===== src/rtl/dti_monitor_pkg.sv =====
// Shared definitions for the DTI link monitor: violation bit positions,
// the sticky-flag vector type and a saturating increment helper.
// Optional feature macro used by this codebase: DTI_MONITOR_STALL_CNT_EN.
package dti_monitor_pkg;

    localparam int VIOL_DROP = 0;
    localparam int VIOL_DATA = 1;
    localparam int N_VIOL    = 2;

    typedef logic [N_VIOL-1:0] viol_t;

    // Increment val, holding at the all-ones value of a width-bit counter.
    // Works on a 64-bit container; callers cast to their own width (<= 64).
    function automatic logic [63:0] sat_inc(input logic [63:0] val, input int unsigned width);
        logic [63:0] max_v;
        max_v = (width >= 64) ? {64{1'b1}} : ((64'd1 << width) - 64'd1);
        return (val == max_v) ? val : (val + 64'd1);
    endfunction

endpackage


===== src/rtl/dti_monitor_ch.sv =====
// One monitored DTI channel: handshake counter, last data, pending tracker and
// sticky protocol flags; stall counter only with DTI_MONITOR_STALL_CNT_EN.
// Next-state values are exported so the readout shows post-update state.
module dti_monitor_ch
    import dti_monitor_pkg::*;
#(
    parameter int W_DATA = 64,
    parameter int W_CNT  = 32
) (
    input  logic              clk,
    input  logic              rst,
    input  logic              clr,
    input  logic              valid,
    input  logic              ready,
    input  logic [W_DATA-1:0] data,
    output logic [W_CNT-1:0]  hs_cnt_nxt,
    output logic [W_CNT-1:0]  stall_cnt_nxt,
    output logic [W_DATA-1:0] last_nxt,
    output viol_t             viol_nxt,
    output viol_t             viol
);

    logic              hs;
    logic              stall;
    logic              ev_drop;
    logic              ev_chg;

    logic              pending_q, pending_d;
    logic [W_DATA-1:0] hold_data_q, hold_data_d;
    logic [W_CNT-1:0]  hs_cnt_q, hs_cnt_d;
    logic [W_DATA-1:0] last_data_q, last_data_d;
    viol_t             viol_q, viol_d;

    // Next-state logic for handshake tracking, violation detection and clear.
    always_comb begin
        hs      = valid && ready;
        stall   = valid && !ready;
        // A stalled beat must stay valid with stable data until it is taken.
        ev_drop = pending_q && !valid;
        ev_chg  = pending_q && valid && (data != hold_data_q);

        pending_d   = stall;
        // Capture on the first stalled cycle only; later beats compare against it.
        hold_data_d = (stall && !pending_q) ? data : hold_data_q;
        last_data_d = hs ? data : last_data_q;
        hs_cnt_d    = hs ? W_CNT'(sat_inc(64'(hs_cnt_q), W_CNT)) : hs_cnt_q;

        viol_d = viol_q;
        if (ev_drop) viol_d[VIOL_DROP] = 1'b1;
        if (ev_chg)  viol_d[VIOL_DATA] = 1'b1;

        // clr wins over same-cycle events; last data and pending still advance.
        if (clr) begin
            hs_cnt_d = '0;
            viol_d   = '0;
        end
    end

    // Channel state registers with synchronous reset.
    always_ff @(posedge clk) begin
        if (rst) begin
            pending_q   <= 1'b0;
            hold_data_q <= '0;
            hs_cnt_q    <= '0;
            last_data_q <= '0;
            viol_q      <= '0;
        end else begin
            pending_q   <= pending_d;
            hold_data_q <= hold_data_d;
            hs_cnt_q    <= hs_cnt_d;
            last_data_q <= last_data_d;
            viol_q      <= viol_d;
        end
    end

`ifdef DTI_MONITOR_STALL_CNT_EN
    logic [W_CNT-1:0] stall_cnt_q, stall_cnt_d;

    // Saturating count of cycles spent with valid high and ready low.
    always_comb begin
        stall_cnt_d = stall ? W_CNT'(sat_inc(64'(stall_cnt_q), W_CNT)) : stall_cnt_q;
        if (clr) stall_cnt_d = '0;
    end

    // Stall counter register.
    always_ff @(posedge clk) begin
        if (rst) stall_cnt_q <= '0;
        else     stall_cnt_q <= stall_cnt_d;
    end

    assign stall_cnt_nxt = rst ? '0 : stall_cnt_d;
`else
    assign stall_cnt_nxt = '0;
`endif

    // Reset forces the exported next state to zero so readout clears with it.
    assign hs_cnt_nxt = rst ? '0 : hs_cnt_d;
    assign last_nxt   = rst ? '0 : last_data_d;
    assign viol_nxt   = rst ? '0 : viol_d;
    assign viol       = viol_q;

endmodule


===== src/rtl/dti_monitor.sv =====
// Passive N-channel DTI monitor: per-channel stats with a registered readout port.
// Readout latency 1 cycle (shows state after the sampling edge); never drives the bus.
// Optional stall counters via DTI_MONITOR_STALL_CNT_EN; otherwise rd_stall_cnt reads 0.
module dti_monitor
    import dti_monitor_pkg::*;
#(
    parameter int N_CH   = 4,
    parameter int W_DATA = 64,
    parameter int W_CNT  = 32,
    parameter int SEL_W  = (N_CH > 1) ? $clog2(N_CH) : 1
) (
    input  logic                     clk,
    input  logic                     rst,
    input  logic [N_CH*W_DATA-1:0]   din_data,
    input  logic [N_CH-1:0]          din_valid,
    input  logic [N_CH-1:0]          din_ready,
    input  logic                     clr,
    input  logic [SEL_W-1:0]         rd_sel,
    output logic [W_CNT-1:0]         rd_hs_cnt,
    output logic [W_CNT-1:0]         rd_stall_cnt,
    output logic [W_DATA-1:0]        rd_last,
    output logic [N_VIOL-1:0]        rd_viol,
    output logic                     viol_any
);

    logic [W_CNT-1:0]  ch_hs_nxt    [N_CH];
    logic [W_CNT-1:0]  ch_stall_nxt [N_CH];
    logic [W_DATA-1:0] ch_last_nxt  [N_CH];
    viol_t             ch_viol_nxt  [N_CH];
    viol_t             ch_viol      [N_CH];

    for (genvar i = 0; i < N_CH; i++) begin : g_ch
        dti_monitor_ch #(
            .W_DATA (W_DATA),
            .W_CNT  (W_CNT)
        ) u_ch (
            .clk           (clk),
            .rst           (rst),
            .clr           (clr),
            .valid         (din_valid[i]),
            .ready         (din_ready[i]),
            .data          (din_data[i*W_DATA +: W_DATA]),
            .hs_cnt_nxt    (ch_hs_nxt[i]),
            .stall_cnt_nxt (ch_stall_nxt[i]),
            .last_nxt      (ch_last_nxt[i]),
            .viol_nxt      (ch_viol_nxt[i]),
            .viol          (ch_viol[i])
        );
    end

    logic [W_CNT-1:0]  rd_hs_cnt_q, rd_hs_cnt_d;
    logic [W_CNT-1:0]  rd_stall_cnt_q, rd_stall_cnt_d;
    logic [W_DATA-1:0] rd_last_q, rd_last_d;
    viol_t             rd_viol_q, rd_viol_d;
    logic              viol_or;

    // Readout mux: out-of-range selects read as zero.
    always_comb begin
        rd_hs_cnt_d    = '0;
        rd_stall_cnt_d = '0;
        rd_last_d      = '0;
        rd_viol_d      = '0;
        for (int i = 0; i < N_CH; i++) begin
            if (rd_sel == SEL_W'(i)) begin
                rd_hs_cnt_d    = ch_hs_nxt[i];
                rd_stall_cnt_d = ch_stall_nxt[i];
                rd_last_d      = ch_last_nxt[i];
                rd_viol_d      = ch_viol_nxt[i];
            end
        end
    end

    // Readout registers.
    always_ff @(posedge clk) begin
        if (rst) begin
            rd_hs_cnt_q    <= '0;
            rd_stall_cnt_q <= '0;
            rd_last_q      <= '0;
            rd_viol_q      <= '0;
        end else begin
            rd_hs_cnt_q    <= rd_hs_cnt_d;
            rd_stall_cnt_q <= rd_stall_cnt_d;
            rd_last_q      <= rd_last_d;
            rd_viol_q      <= rd_viol_d;
        end
    end

    // Any sticky flag on any channel.
    always_comb begin
        viol_or = 1'b0;
        for (int i = 0; i < N_CH; i++) viol_or = viol_or | (|ch_viol[i]);
    end

    assign rd_hs_cnt    = rd_hs_cnt_q;
    assign rd_stall_cnt = rd_stall_cnt_q;
    assign rd_last      = rd_last_q;
    assign rd_viol      = rd_viol_q;
    assign viol_any     = viol_or;

endmodule


===== config.mk =====
export PLATFORM = sky130hd
export DESIGN_NAME = dti_monitor
export DESIGN_NICKNAME = d
export VERILOG_FILES = /design/src/rtl/dti_monitor_pkg.sv /design/src/rtl/dti_monitor_ch.sv /design/src/rtl/dti_monitor.sv
export SDC_FILE = /design/constraint.sdc
export NUM_CORES = 2
export LEC_CHECK = 0
export BUFFER_PORTS_ARGS = -buffer_cell sky130_fd_sc_hd__buf_2
export CAP_MARGIN = 25
export CORE_ASPECT_RATIO = 1.5
export CORE_UTILIZATION = 45
export CTS_BUF_LIST = sky130_fd_sc_hd__clkbuf_8 sky130_fd_sc_hd__clkbuf_16
export DETAILED_ROUTE_END_ITERATION = 10
export SLEW_MARGIN = 20
export SYNTH_ARGS = -nofsm -noshare
export SYNTH_HDL_FRONTEND = slang
export SYNTH_SLANG_ARGS = --single-unit

===== constraint.sdc =====
create_clock -name clk -period 2.65 [get_ports clk]
set_input_delay 0.1325 -clock clk [delete_from_list [all_inputs] [get_ports clk]]
set_output_delay 0.1325 -clock clk [all_outputs]
set_load 0.02 [all_outputs]

==> results.py <==
metrics = {
    "worst_setup_path": {
        "critPathArrivalTime_ps": 3040,
        "cp_slowest_cell": "dfxtp_1",
        "cp.required_ps": 3170,
        "regToRegStartpoint": "g_ch[1].u_ch.hs_cnt_q[0]$_SDFF_PP0_",
        "critPathMaxStageDelay_ps": 340,
        "crit_family": "compound AO/OA/AOI/OAI gates",
        "crit_path_max_fanout": 7,
        "start_kind": "flip-flop",
        "critical_path_buf_inv_count": 1,
        "crit_chain": "ha_1 -> and4_1 -> and3_1 -> a2111oi_4 -> buf_4 -> nand3_1 -> xor2_1 -> o22ai_1 -> o221a_2",
        "critical_path_class": "reg -> reg",
        "r2r_cells": 9,
        "r2r_setup_slack_ps": 130,
        "r2r_end": "rd_hs_cnt[29]$_SDFF_PP0_",
        "endpoint_kind": "flip-flop",
    },
    "logic_synthesis": {
        "yosysMostFrequentCell": "nand2_1",
        "synth_top_area_cell": "dfxtp_1",
        "synth_area_um2": 31800,
        "syn-mean-instance-area_um2": 8.56,
        "synth_common_cells": "nand2_1 (798), dfxtp_1 (750), nor2_1 (399)",
        "synthArstFlopShare": 0,
        "synth_top_family_by_area": "simple AND/OR/NAND/NOR gates",
        "yosys.area.top_type_share": 0.472,
        "yosys.area_share.simple": 0.209,
        "ys.flop_type": "dfxtp_1",
        "synth.distinct_cells": 77,
        "ys_warn_count": 0,
        "synthCells": 3713,
        "synth.area.top_cells": "dfxtp_1 (47%), nand2_1 (9.4%), xnor2_1 (8.2%)",
        "synth-adder-area-share": 0.00157,
        "muxShareOfSynthArea": 0.0752,
        "yosysSeqAreaShare": 0.472,
        "synth_xor_area_frac": 0.102,
        "synth_edf_count": 0,
        "synth-seq-cells": 750,
        "synth_compound_area_frac": 0.104,
    },
    "worst_hold_path": {
        "worstHoldStart": "din_ready[2]",
        "hold_end": "g_ch[2].u_ch.pending_q$_SDFF_PP0_",
        "hold-path-cell-count": 3,
        "hold_path_class": "in -> reg",
    },
    "timing": {
        "fmax_mhz": 397,
        "slew_headroom": 0.391,
        "timing.hold.ws_ps": 31.8,
        "fin_setup_tns_ps": 0,
        "post-route-worst-setup-slack_ps": 132,
        "hold_viol_final": 0,
        "rsz0062_at_grt": "false",
        "min_period_over_period": 0.950,
        "clock_skew_ps": 21.1,
        "slew_violations": 0,
        "setup_viol": 0,
        "period_minus_slack_ps": 2520,
        "tightest_slew_ps": 912,
    },
    "die": {
        "die_area_um2": 71700,
        "die_h_um": 328,
        "core_um2": 70000,
        "pin_count": 400,
        "start_util": 0.454,
        "fp-row-count": 119,
        "dieWidth_um": 219,
    },
    "cells_and_area": {
        "nFillCells": 6458,
        "instances_no_fill": 5322,
        "areaGrowthSynthToFinish_pct": 26.9,
        "register_area_um2": 15000,
        "drive_gt1_frac": 0.161,
        "multi_input_area_um2": 15800,
        "final_nets": 4637,
    },
    "grt": {
        "grt_max_degree": 145,
        "grt_pass1_wl_um": 186000,
        "antenna_found_initial": 4,
        "grt_usage": 0.359,
        "grt_pass1_vias": 28500,
        "grt.overflow.total": 0,
    },
    "place": {
        "dpl_worst_slack_ps": 158,
        "detailed_place_hpwl_um": 99100,
        "dp.cells": 4925,
        "gp_congestion": 1.03,
        "portBuffers": 367,
    },
    "cts": {
        "cts_tree": "done",
        "root_buffer": "clkbuf_16",
        "clock_latency_ps": 640,
        "cts-buffers-inserted": 75,
        "clk_pin_slew_ps": 70,
        "clockBufferDepth": 3,
        "htree_num_levels": 3,
        "cts_sinks": 750,
    },
    "power": {
        "p_int_mw": 19.3,
        "clockPowerShare": 0.415,
        "power_frac_seq": 0.456,
        "vdd_drop_max_mv": 0.588,
        "p_switching_mw": 6.97,
        "comb_power_share": 0.129,
        "sw_frac_of_total": 0.266,
        "power_mw": 26.2,
        "p_leak_nw": 16.2,
        "p_per_area_nw_per_um2": 650,
    },
    "run": {
        "drv_cap": 0,
    },
    "drt": {
        "final_antenna_net_count": 0,
        "wl_per_cell_um": 24.6,
        "finalWirelength_um": 131000,
        "vias_per_cell": 5.49,
        "drt_iter0_markers": 2634,
        "drc": 2,
        "vias": 29200,
        "firstDrtPassIters": 11,
    },
    "outcome": {
        "outcome": "finished with violations",
        "violations": "DRC",
    },
}
## worst reg2reg max path, cell delays in order (launching register included)
cell,delay [ps]
dfxtp_1,340
ha_1,250
and4_1,230
and3_1,250
a2111oi_4,320
buf_4,210
nand3_1,100
xor2_1,340
o22ai_1,120
o221a_2,250
## through the flow
step | util | cell area (µm²)
2_1_floorplan | - | 31900
4_1_cts | 0.576 | 40300
3_5_place_dp | 0.503 | 35200
3_3_place_gp | 0.503 | 35200
5_1_grt | 0.576 | 40300
6_report | 0.576 | 40300
## registers in the layout, indices dropped and copies added, names as in the netlist
signal,count
rd_viol,2
g_ch.u_ch.hs_cnt_q,128
g_ch.u_ch.viol,8
g_ch.u_ch.last_data_q,256
g_ch.u_ch.hold_data_q,256
rd_hs_cnt,32
g_ch.u_ch.pending_q,4
rd_last,64
## cells in the final DEF, fill, tap and decap left out, types with 7 or more instances in the layout
cell             n
a21oi_1        392
a221oi_1        12
and2_1          13
and3_1          27
and4_1          22
buf_12          10
buf_2          366
buf_4          147
bufinv_16        7
clkbuf_16       77
clkbuf_8        11
clkinv_2         7
conb_1          32
dfxtp_1        750
dlygate4sd3_1  269
inv_1           29
mux2_2          13
mux2i_1        187
mux4_2          15
nand2_1        794
nand2b_1        12
nand3_1         58
nand4_1        112
nor2_1         394
nor3_1          16
nor4_1          21
o21ai_0         65
o221a_2          8
o221ai_1         8
o22a_1          12
o22ai_1         20
or2_2            9
or3_1            8
xnor2_1        297
xor2_1          75
## logic make-up after synthesis
kind of cell,after synthesis
AO/OA/AOI/OAI,576
XOR/XNOR,372
adder cells (fa/ha/maj),4
buffers and inverters,266
flip-flops,750
multiplexers,217
other,1
AND/OR/NAND/NOR,1527
## final cells by class
type	instances	share of cell area
Clock inverter	36	0.00903
Antenna cell	4	0.000248
Sequential cell	750	0.372
Timing Repair Buffer	793	0.145
Tap cell	907	0.0281
Inverter	16	0.00149
Multi-Input combinational cell	2728	0.393
Clock buffer	88	0.0515
## power groups by stage
stage,sequential (mW),clock (mW),combinational [mW]
after floorplan,12.2,0,1.58
after global placement,12.2,0,3.00
after detailed placement,12.2,0,3.01
after CTS,11.9,11.0,3.34
after global routing,12.0,11.4,3.55
final,12.0,10.9,3.39
## timing repair
item | in CTS | in global routing
endpoints found under the setup margin | 0 | 2
setup buffers | 0 | 0
hold buffers | 269 | 0
endpoints found under the hold margin | 518 | 0
gates resized for setup | 0 | 3
## worst max path at each step
stage	from	to	slack [ps]	cells after the start
after floorplan	g_ch[0].u_ch.hs_cnt_q[0]$_SDFF_PP0_	rd_hs_cnt[1]$_SDFF_PP0_	240	10
after global placement	g_ch[0].u_ch.hs_cnt_q[10]$_SDFF_PP0_	rd_hs_cnt[29]$_SDFF_PP0_	180	9
after detailed placement	g_ch[3].u_ch.hs_cnt_q[28]$_SDFF_PP0_	rd_hs_cnt[6]$_SDFF_PP0_	160	7
after CTS	g_ch[3].u_ch.hs_cnt_q[28]$_SDFF_PP0_	rd_hs_cnt[6]$_SDFF_PP0_	160	7
after global routing	g_ch[1].u_ch.hs_cnt_q[0]$_SDFF_PP0_	rd_hs_cnt[29]$_SDFF_PP0_	20	9
final	g_ch[1].u_ch.hs_cnt_q[0]$_SDFF_PP0_	rd_hs_cnt[29]$_SDFF_PP0_	130	9
## metal layers
| metal | routed length [µm] | GRT usage | part of all wire |
|---|---|---|---|
| met1 | 44800 | 0.368 | 0.34 |
| met5 | 13 | 0 | 0.000099 |
| met4 | 11600 | 0.287 | 0.089 |
| met2 | 66300 | 0.638 | 0.51 |
| met3 | 7980 | 0.0619 | 0.061 |
No activity file was read; power rests on OpenSTA's default activity.
